**config.mk**
```make
export PLATFORM = sky130hd
export DESIGN_NAME = wbu
export DESIGN_NICKNAME = d
export VERILOG_FILES = /design/src/rtl/wbu_pkg.sv /design/src/rtl/wbu_regfile.sv /design/src/rtl/wbu.sv
export SDC_FILE = /design/constraint.sdc
export NUM_CORES = 2
export LEC_CHECK = 0
export BUFFER_PORTS_ARGS = -buffer_cell sky130_fd_sc_hd__buf_2
export CORE_MARGIN = 2
export CORE_UTILIZATION = 48
export DETAILED_ROUTE_END_ITERATION = 6
export HOLD_SLACK_MARGIN = 0.12
export PLACE_DENSITY = 0.66
export SLEW_MARGIN = 15
export SYNTH_ARGS = -nofsm -noshare
export SYNTH_HDL_FRONTEND = slang
export SYNTH_SLANG_ARGS = --single-unit
```
**constraint.sdc**
```tcl
create_clock -name clk -period 64.8 [get_ports clk]
set_clock_uncertainty 0.15 [all_clocks]
set_input_delay 6.48 -clock clk [delete_from_list [all_inputs] [get_ports clk]]
set_output_delay 6.48 -clock clk [all_outputs]
set_load 0.005 [all_outputs]
```
**src/rtl/wbu_pkg.sv**
```systemverilog
// Shared definitions for the write-back unit: FSM states, load func3
// encodings, CSR reset constants, register-file geometry and the load
// alignment helper.
// Build option: WBU_RV32E_EN selects the 16-entry RV32E register file
// (default build: 32 entries, x0-x31).
package wbu_pkg;

    // Write-back FSM: one accept cycle in IDLE, one commit cycle.
    typedef enum logic {
        ST_IDLE   = 1'b0,
        ST_COMMIT = 1'b1
    } wbu_state_e;

    // Load width/sign encodings carried on func3.
    localparam logic [2:0] F3_LB  = 3'b000;
    localparam logic [2:0] F3_LH  = 3'b001;
    localparam logic [2:0] F3_LW  = 3'b010;
    localparam logic [2:0] F3_LBU = 3'b100;
    localparam logic [2:0] F3_LHU = 3'b101;

    // CSR reset values (mstatus default: MPP = machine mode).
    localparam logic [31:0] MSTATUS_RST = 32'h0000_1800;
    localparam logic [31:0] MTVEC_RST   = 32'h0000_0000;
    localparam logic [31:0] MEPC_RST    = 32'h0000_0000;
    localparam logic [31:0] MCAUSE_RST  = 32'h0000_0000;

    // Register-file depth; higher addresses read as zero and drop writes.
`ifdef WBU_RV32E_EN
    localparam int NUM_REGS = 16;
`else
    localparam int NUM_REGS = 32;
`endif
    localparam int REG_AW = $clog2(NUM_REGS);

    // Everything captured at the accept edge and consumed during COMMIT.
    typedef struct packed {
        logic        reg_write;
        logic [4:0]  wb_addr;
        logic        mem_read;
        logic [2:0]  func3;
        logic [31:0] alu_out;
        logic [31:0] pc_next;
        logic [31:0] mem_rdata;
        logic        zicsr;
        logic [31:0] csr_rdata;
        logic [31:0] din_mstatus;
        logic [31:0] din_mtvec;
        logic [31:0] din_mepc;
        logic [31:0] din_mcause;
        logic        wen_mstatus;
        logic        wen_mtvec;
        logic        wen_mepc;
        logic        wen_mcause;
    } wbu_txn_t;

    // Extract and extend the addressed byte/halfword of a raw load word.
    // Halfword selection uses off[1] only; unknown func3 returns the word.
    function automatic logic [31:0] load_align(input logic [2:0]  f3,
                                               input logic [1:0]  off,
                                               input logic [31:0] word);
        logic [7:0]  b;
        logic [15:0] h;
        logic [31:0] r;
        case (off)
            2'd0:    b = word[7:0];
            2'd1:    b = word[15:8];
            2'd2:    b = word[23:16];
            default: b = word[31:24];
        endcase
        h = off[1] ? word[31:16] : word[15:0];
        case (f3)
            F3_LB:   r = {{24{b[7]}}, b};
            F3_LBU:  r = {24'h0, b};
            F3_LH:   r = {{16{h[15]}}, h};
            F3_LHU:  r = {16'h0, h};
            F3_LW:   r = word;
            default: r = word;
        endcase
        return r;
    endfunction

endpackage

```
**src/rtl/wbu_regfile.sv**
```systemverilog
// Integer register file: one write port, two asynchronous read ports,
// asynchronous active-high reset clearing every entry.
// x0 is hard-wired to zero. Depth follows wbu_pkg::NUM_REGS, which the
// WBU_RV32E_EN build option reduces to 16; out-of-range writes are
// dropped and out-of-range reads return zero.
module wbu_regfile
    import wbu_pkg::*;
(
    input  logic        clk,
    input  logic        rst,
    input  logic        we_i,
    input  logic [4:0]  waddr_i,
    input  logic [31:0] wdata_i,
    input  logic [4:0]  raddr1_i,
    output logic [31:0] rdata1_o,
    input  logic [4:0]  raddr2_i,
    output logic [31:0] rdata2_o
);

    logic [31:0] regs_q [NUM_REGS];

    // True when the 5-bit address maps onto an implemented entry.
    function automatic logic in_range(input logic [4:0] a);
        return ((32'(a) >> REG_AW) == 32'd0);
    endfunction

    logic wr_ok;
    assign wr_ok = we_i && (waddr_i != 5'd0) && in_range(waddr_i);

    // Storage: cleared on reset, single write port otherwise.
    always_ff @(posedge clk or posedge rst) begin
        if (rst) begin
            for (int i = 0; i < NUM_REGS; i++) begin
                regs_q[i] <= '0;
            end
        end else if (wr_ok) begin
            regs_q[waddr_i[REG_AW-1:0]] <= wdata_i;
        end
    end

    // Read ports: no bypass of the write in flight; x0 and unimplemented
    // addresses read as zero.
    always_comb begin
        rdata1_o = '0;
        rdata2_o = '0;
        if ((raddr1_i != 5'd0) && in_range(raddr1_i)) begin
            rdata1_o = regs_q[raddr1_i[REG_AW-1:0]];
        end
        if ((raddr2_i != 5'd0) && in_range(raddr2_i)) begin
            rdata2_o = regs_q[raddr2_i[REG_AW-1:0]];
        end
    end

endmodule

```
**src/rtl/wbu.sv**
```systemverilog
// Write-back unit: accepts one LSU/ALU/CSR result, holds it for a single
// COMMIT cycle (wb_done high), then writes the register file, the machine
// CSRs and the committed PC on the edge that ends COMMIT.
// Build option: WBU_RV32E_EN (see wbu_pkg) selects a 16-entry register file.
//
// Handshake: a transfer happens at a rising clk edge where in_valid and
// in_ready are both high; in_ready is high only in IDLE and does not depend
// on in_valid, and in_valid is ignored while in_ready is low.
module wbu
    import wbu_pkg::*;
#(
    parameter logic [31:0] RESET_MSTATUS = MSTATUS_RST
) (
    input  logic        clk,
    input  logic        rst,
    input  logic        in_valid,
    output logic        in_ready,
    input  logic [31:0] alu_out,
    input  logic [31:0] pc_next,
    input  logic        reg_write,
    input  logic [4:0]  wb_addr,
    input  logic        mem_read,
    input  logic [2:0]  func3,
    input  logic [31:0] mem_rdata,
    input  logic        zicsr,
    input  logic [31:0] csr_rdata,
    input  logic [31:0] din_mstatus,
    input  logic [31:0] din_mtvec,
    input  logic [31:0] din_mepc,
    input  logic [31:0] din_mcause,
    input  logic        wen_mstatus,
    input  logic        wen_mtvec,
    input  logic        wen_mepc,
    input  logic        wen_mcause,
    input  logic [4:0]  rs1_addr,
    input  logic [4:0]  rs2_addr,
    output logic [31:0] rs1_data,
    output logic [31:0] rs2_data,
    output logic [31:0] mtvec_o,
    output logic [31:0] mepc_o,
    output logic [31:0] mstatus_o,
    output logic [31:0] mcause_o,
    output logic [31:0] pc_o,
    output logic        wb_done,
    output wbu_state_e  dbg_state_o
);

    wbu_state_e  state_q, state_d;
    wbu_txn_t    txn_q, txn_d;
    logic        accept;
    logic        commit;
    logic [31:0] load_data;
    logic [31:0] wb_data;
    logic        rf_we;

    logic [31:0] mstatus_q, mtvec_q, mepc_q, mcause_q;
    logic [31:0] pc_q;

    assign accept = in_valid && in_ready;
    assign commit = (state_q == ST_COMMIT);

    // Next state and handshake/commit outputs.
    always_comb begin
        state_d  = state_q;
        in_ready = 1'b0;
        wb_done  = 1'b0;
        case (state_q)
            ST_IDLE: begin
                in_ready = 1'b1;
                if (in_valid) begin
                    state_d = ST_COMMIT;
                end
            end
            ST_COMMIT: begin
                wb_done = 1'b1;
                state_d = ST_IDLE;
            end
            default: begin
                state_d = ST_IDLE;
            end
        endcase
    end

    // State register.
    always_ff @(posedge clk or posedge rst) begin
        if (rst) begin
            state_q <= ST_IDLE;
        end else begin
            state_q <= state_d;
        end
    end

    // Gather the incoming transaction into one record.
    always_comb begin
        txn_d             = txn_q;
        txn_d.reg_write   = reg_write;
        txn_d.wb_addr     = wb_addr;
        txn_d.mem_read    = mem_read;
        txn_d.func3       = func3;
        txn_d.alu_out     = alu_out;
        txn_d.pc_next     = pc_next;
        txn_d.mem_rdata   = mem_rdata;
        txn_d.zicsr       = zicsr;
        txn_d.csr_rdata   = csr_rdata;
        txn_d.din_mstatus = din_mstatus;
        txn_d.din_mtvec   = din_mtvec;
        txn_d.din_mepc    = din_mepc;
        txn_d.din_mcause  = din_mcause;
        txn_d.wen_mstatus = wen_mstatus;
        txn_d.wen_mtvec   = wen_mtvec;
        txn_d.wen_mepc    = wen_mepc;
        txn_d.wen_mcause  = wen_mcause;
    end

    // Capture the transaction on the accept edge only.
    always_ff @(posedge clk or posedge rst) begin
        if (rst) begin
            txn_q <= '0;
        end else if (accept) begin
            txn_q <= txn_d;
        end
    end

    // Writeback data select: load result, then CSR read value, then ALU.
    always_comb begin
        load_data = load_align(txn_q.func3, txn_q.alu_out[1:0], txn_q.mem_rdata);
        if (txn_q.mem_read) begin
            wb_data = load_data;
        end else if (txn_q.zicsr) begin
            wb_data = txn_q.csr_rdata;
        end else begin
            wb_data = txn_q.alu_out;
        end
    end

    assign rf_we = commit && txn_q.reg_write;

    wbu_regfile u_regfile (
        .clk      (clk),
        .rst      (rst),
        .we_i     (rf_we),
        .waddr_i  (txn_q.wb_addr),
        .wdata_i  (wb_data),
        .raddr1_i (rs1_addr),
        .rdata1_o (rs1_data),
        .raddr2_i (rs2_addr),
        .rdata2_o (rs2_data)
    );

    // Machine CSRs: each updated independently at the edge ending COMMIT.
    always_ff @(posedge clk or posedge rst) begin
        if (rst) begin
            mstatus_q <= RESET_MSTATUS;
            mtvec_q   <= MTVEC_RST;
            mepc_q    <= MEPC_RST;
            mcause_q  <= MCAUSE_RST;
        end else if (commit) begin
            if (txn_q.wen_mstatus) mstatus_q <= txn_q.din_mstatus;
            if (txn_q.wen_mtvec)   mtvec_q   <= txn_q.din_mtvec;
            if (txn_q.wen_mepc)    mepc_q    <= txn_q.din_mepc;
            if (txn_q.wen_mcause)  mcause_q  <= txn_q.din_mcause;
        end
    end

    // Committed PC follows the latched next-PC at the end of COMMIT.
    always_ff @(posedge clk or posedge rst) begin
        if (rst) begin
            pc_q <= '0;
        end else if (commit) begin
            pc_q <= txn_q.pc_next;
        end
    end

    assign mstatus_o   = mstatus_q;
    assign mtvec_o     = mtvec_q;
    assign mepc_o      = mepc_q;
    assign mcause_o    = mcause_q;
    assign pc_o        = pc_q;
    assign dbg_state_o = state_q;

endmodule

```
# Yosys cells after proc, flatten, opt, wreduce, memory -nomap -nowiden

Cells that the tools add are included.

Memory bits (writable): 0
Memories: 0
Input bits: 284
Flip-flop bits (word level): 1456
ROM bits: 0
Latch bits: 0
Word-level logic and storage cells: 101

Multiplexer cells: 20
Reductions and logical operators: 13
Eq/ne operators: 5
Multipliers: 0
Bitwise logic cells: 4
Shifts and indexed selects: 0
Divide/modulo/power cells: 0
Add/sub/neg operators: 0
Order comparisons: 4

Operator list:

| operator                                                   | number |
|---|---|
| bitwise mux 1024 bit                                       | 1 |
| binary-select mux 32 bit (select 5 bit)                    | 2 |
| two-way mux 32 bit                                         | 9 |
| demux 32 bit (select 5 bit)                                | 1 |
| one-hot mux 32 bit (4 select lines)                        | 1 |
| one-hot mux 8 bit (3 select lines)                         | 1 |
| greater-or-equal comparator 6 bit, second input constant   | 3 |
| inverter 5 -> 6 bit                                        | 3 |
| two-way mux 16 bit                                         | 1 |
| nonzero test 5 bit                                         | 3 |
| AND reduction 2 bit                                        | 4 |
| == test 3 bit, second input constant                       | 2 |
| less-than comparator 6 x 1 -> 1 bit, second input constant | 1 |
| logical AND 1 bit                                          | 4 |
| == test 3 x 1 -> 1 bit, second input constant              | 1 |
| zero test 3 bit                                            | 1 |
| two-way mux 1 bit                                          | 3 |
| == test 2 x 1 -> 1 bit, second input constant              | 1 |
| == test 2 bit, second input constant                       | 1 |
| zero test 2 bit                                            | 1 |
| one-hot mux 1 bit (2 select lines)                         | 1 |
| inverter 1 bit                                             | 1 |

# Longest topological paths before layout

Depth after elaboration: 6
Mapped depth: 9
Depth with buffers taken out: 5

# By module

A second synthesis with hierarchy kept.

Cell total of the unflattened synthesis: 4712
Area, all modules: 72050.4 um2

By module, submodules not included:

| module      | times used | cells each | area each (um2) |
|---|---|---|---|
| wbu_regfile | 1          | 3614       | 54925.2 |
| wbu         | 1          | 1098       | 17125.2 |

# Least setup slack after synthesis

OpenSTA, ideal clock, no wires.

Kind: input-to-output
From: input rs2_addr[1]
To: output rs2_data[11]
Stages on the path: 7
Buffers on the path: 4
Setup slack: 50.004 ns
Arrival time: 8.166 ns
Required time: 58.170 ns
Path through: buf_2 > buf_6 > buf_4 > buf_2 > mux4_2 > a221oi_1 > a21oi_1

Longest elaborated chain between the ends: 5
Elaborated cells on any way between the ends: 6

Ends and longest elaborated chain:

| what                                                  | RTL line          | source |
|---|---|---|
| from (decl)                                           | wbu.sv:36         | `input logic [4:0] rs2_addr,` |
| inverter 5 -> 6 bit (implied by the code)             | wbu_regfile.sv:50 | `rdata2_o = regs_q[raddr2_i[REG_AW-1:0]];` |
| binary-select mux 32 bit (select 5 bit)               | wbu_regfile.sv:50 |  |
| two-way mux 32 bit (implied by the code) (2 in a row) | wbu_regfile.sv:50 |  |
| two-way mux 32 bit (*)                                | wbu_regfile.sv:49 | `if ((raddr2_i != 5'd0) && in_range(raddr2_i)) begin` |
| to (decl)                                             | wbu.sv:38         | `output logic [31:0] rs2_data,` |

Every way passes the cells marked *; elsewhere a longest branch is shown, timed or not. The select of a mux whose other input is x is not followed.

# Worst setup path in the final report

From: input rs1_addr[1]
To: output rs1_data[15]

Longest elaborated chain between the ends: 5
Elaborated cells on any way between the ends: 6

Ends and longest elaborated chain:

| what                                                  | RTL line          | source |
|---|---|---|
| from (decl)                                           | wbu.sv:35         | `input logic [4:0] rs1_addr,` |
| inverter 5 -> 6 bit (implied by the code)             | wbu_regfile.sv:47 | `rdata1_o = regs_q[raddr1_i[REG_AW-1:0]];` |
| binary-select mux 32 bit (select 5 bit)               | wbu_regfile.sv:47 |  |
| two-way mux 32 bit (implied by the code) (2 in a row) | wbu_regfile.sv:47 |  |
| two-way mux 32 bit (*)                                | wbu_regfile.sv:46 | `if ((raddr1_i != 5'd0) && in_range(raddr1_i)) begin` |
| to (decl)                                             | wbu.sv:37         | `output logic [31:0] rs1_data,` |

Marks and branches as above.

==> metrics.txt <==
status finished, final reports clean; WL final between 200 and 250 mm; WP data required 58170 ps; Clock Pin Slew Worst Setup and Hold Paths 60 ps; DRC Markers 0; Initial Util approximately half; average cell area after synthesis 12.1 µm²; largest family of logic cells by synthesized area multiplexers; most area-consuming cells after synthesis dfrtp_1 52%, mux4_2 17%, mux2_2 7.7%; Fin Setup TNS 0 ps; Slew HR 16.6%; post-synthesis async set-or-reset flop share 100%; Synthesis Warnings 0; xor/xnor share of the synthesized area 0%; area fraction in compound gates after synthesis 10.2%; M1 WL 85.2 mm; PwrDens ~36 nW/µm²; peak supply drop 0.0260 mV; final instance area roughly 80000 µm²; DR WL met2 98.8 mm; core area 144000 µm²; Setup violations, final 0; Synthesized Nets 6034; vias per inst 6.19; Via Count 49600; Post CTS Setup Buffer Count 0; clk sink count 1456; adder-cell share of the synthesized area 0%; Worst-Margin Slew 1250 ps; min-delay worst type register to register; largest net degree at the start of global routing between 150 and 200; Die Wd 385 µm; fin crit period 17610 ps; Clk pwr share 31.6%; Max clock buf depth 3; logic gate share of total power a little under a quarter; share of the synthesized area in the top cell type 52.1%; CP Capture Type output pin; Cell variety after synth 48; Arr. time, crit path roughly 11000 ps; Switch Pwr roughly 0.00088 W; layout cells sized above 1 31.8%; top cells by count, synth 1454 x dfrtp_1, 1108 x nand2_1, 1001 x o21ai_0, 513 x mux4_2, 480 x mux2_2; number of enable flip-flop cells after synthesis 0; MaxCap Viol Count 0; leakage power 34.3 nW; met3 WL post-DR 23.3 mm; die footprint 149000 µm²; vias in the first global route 49600; GPL Wtd Cong between 0.8 and 0.9; fill count between 10000 and 15000; hold path depth 0; pre-CTS setup slack 47320 ps; worst hold endpoint u_regfile.regs_q[1008]; cts hold-fix bufs 0; Final period util 27.2%; DP HPWL 133 mm; grt ovf 0; reg2reg path depth 5; # IOs 511; row cnt 139; Synth area leader dfrtp_1; Hold Startpoint u_regfile.regs_q[1008]; cts bufs inserted 157; Final Core Density 54.4%; root cell of the clock tree clkbuf_16; Post-Syn Instances 5750; Switching Share 30.9%; Die Y about 390 µm; R2R Setup Slk just over 60000 ps; initial antenna violation count between 50 and 60; Internal Pwr Total 0.00197 W; highest routed layer met5; Post-Synth Simple-Gate Area 7.51%; WS Path Type input pin to output pin; Final Hold Fails 0; Critical Path Fanout Max 59; maximum clock rate 56.8 MHz; Seq/Total Area, Yosys 52.2%; Reg power frac 45.4%; post-place instance area roughly 73000 µm²; most frequent cell after synthesis dfrtp_1; GRT Total Usage between 20 and 30%; Starting DRT DRC Count 4850; Worst Setup Start Kind input pin; Syn Std Cell Area 69800 µm²; RSZ-0062 raised after global routing no; Cells after DPL 7703; worst setup margin 47190 ps; PortBufs 510; CTS tree yes; number of synthesized register bits 1456; DRT antenna net count 0; Primary FF master, synth dfrtp_1; Clk Latency, worst-skew pair 800 ps; H-tree depth 4; Area Overhead vs Synth 12.3%; Post-CTS Resized 0; register area 36400 µm²; Wirelength per Cell 26.9 µm; TritonRoute pass-1 iters 6; Slew Viols, Final 0; fin cells around 8000; global-route wire length before repair 324 mm; FF-to-FF Start dbg_state_o; layout net count approximately 6200; multiplexer area fraction after synthesis 26.1%; reg-to-reg endpoint u_regfile.regs_q[166]; Multi-input gate area slightly above 30000 µm²
## logic make-up (layout without fill, tap and decap cells)
logic type	count (synthesis)	count (layout)
and+or+nand+nor	1296	1296
AOI/OAI and AO/OA	1295	1295
other	0	13
muxes	1121	1121
DFF	1456	1456
buffers and inverters	582	918
## power groups by stage
stage	clock network (W)	registers [W]	logic, W
6_report	0.000898	0.00129	0.000656
5_1_grt	0.000948	0.00132	0.000719
4_1_cts	0.000909	0.00128	0.000655
3_5_place_dp	0	0.00130	0.000653
3_3_place_gp	0	0.00128	0.000635
2_1_floorplan	0	0.00126	0.000456
## per-layer routing
layer,vias to the layer above,track usage (%)
met2,2347,44.7
met3,496,9.48
met5,-,0
met4,64,10.1
li1,21200,-
met1,25400,39.4
## stage by stage
step,hold WS (ps),total power (W)
after floorplan,291,0.00171
after global placement,226,0.00192
after detailed placement,233,0.00195
after CTS,246,0.00285
after global routing,260,0.00298
final,242,0.00284
## worst max path at each step
| stage | depth (start not counted) | slack (ps) | from | end |
|---|---|---|---|---|
| 2_1_floorplan | 1 | 17110 | rst | dbg_state_o |
| 4_1_cts | 9 | 47310 | rs1_addr[1] | rs1_data[23] |
| 3_5_place_dp | 9 | 47320 | rs1_addr[1] | rs1_data[23] |
| 5_1_grt | 9 | 47040 | rs1_addr[1] | rs1_data[15] |
| 6_report | 9 | 47190 | rs1_addr[1] | rs1_data[15] |
| 3_3_place_gp | 9 | 47360 | rs1_addr[1] | rs1_data[23] |
## critical path: stages
cell,delay (ps)
buf_8,530
buf_4,640
buf_4,670
mux4_2,580
mux2i_1,280
nor2_1,130
a221oi_1,960
a21oi_1,380
buf_2,230
## cell usage in the layout (no fill, tap or decap), drive strengths merged, types with 17 or more instances in the layout
| master | Yosys | routed |
|---|---|---|
| a2111oi | 29 | 29 |
| a211oi | 60 | 60 |
| a21oi | 67 | 67 |
| a221oi | 48 | 48 |
| a22oi | 17 | 17 |
| buf | 181 | 626 |
| clkbuf | 395 | 228 |
| clkinv | 1 | 33 |
| dfrtp | 1454 | 1454 |
| mux2 | 480 | 480 |
| mux2i | 128 | 128 |
| mux4 | 513 | 513 |
| nand2 | 1108 | 1108 |
| nor2 | 61 | 61 |
| nor2b | 81 | 81 |
| o21ai | 1038 | 1038 |
## flip-flops by register name (all words and copies together) (netlist names)
name	count
mtvec_o	32
u_regfile.regs_q	1024
mepc_o	32
pc_o	32
mcause_o	32
dbg_state_o	1
txn_q	271
mstatus_o	32
## layout make-up
cell class,count,area share [%]
clock inverters,58,0.859
clock buffers,227,5.67
multi-input cells,3712,39.3
diodes,13,0.0415
well taps,1903,3.04
repair buffers,627,4.52
flip-flops and latches,1456,46.5
inverters,6,0.0383
(Power assumes the default switching activity.)
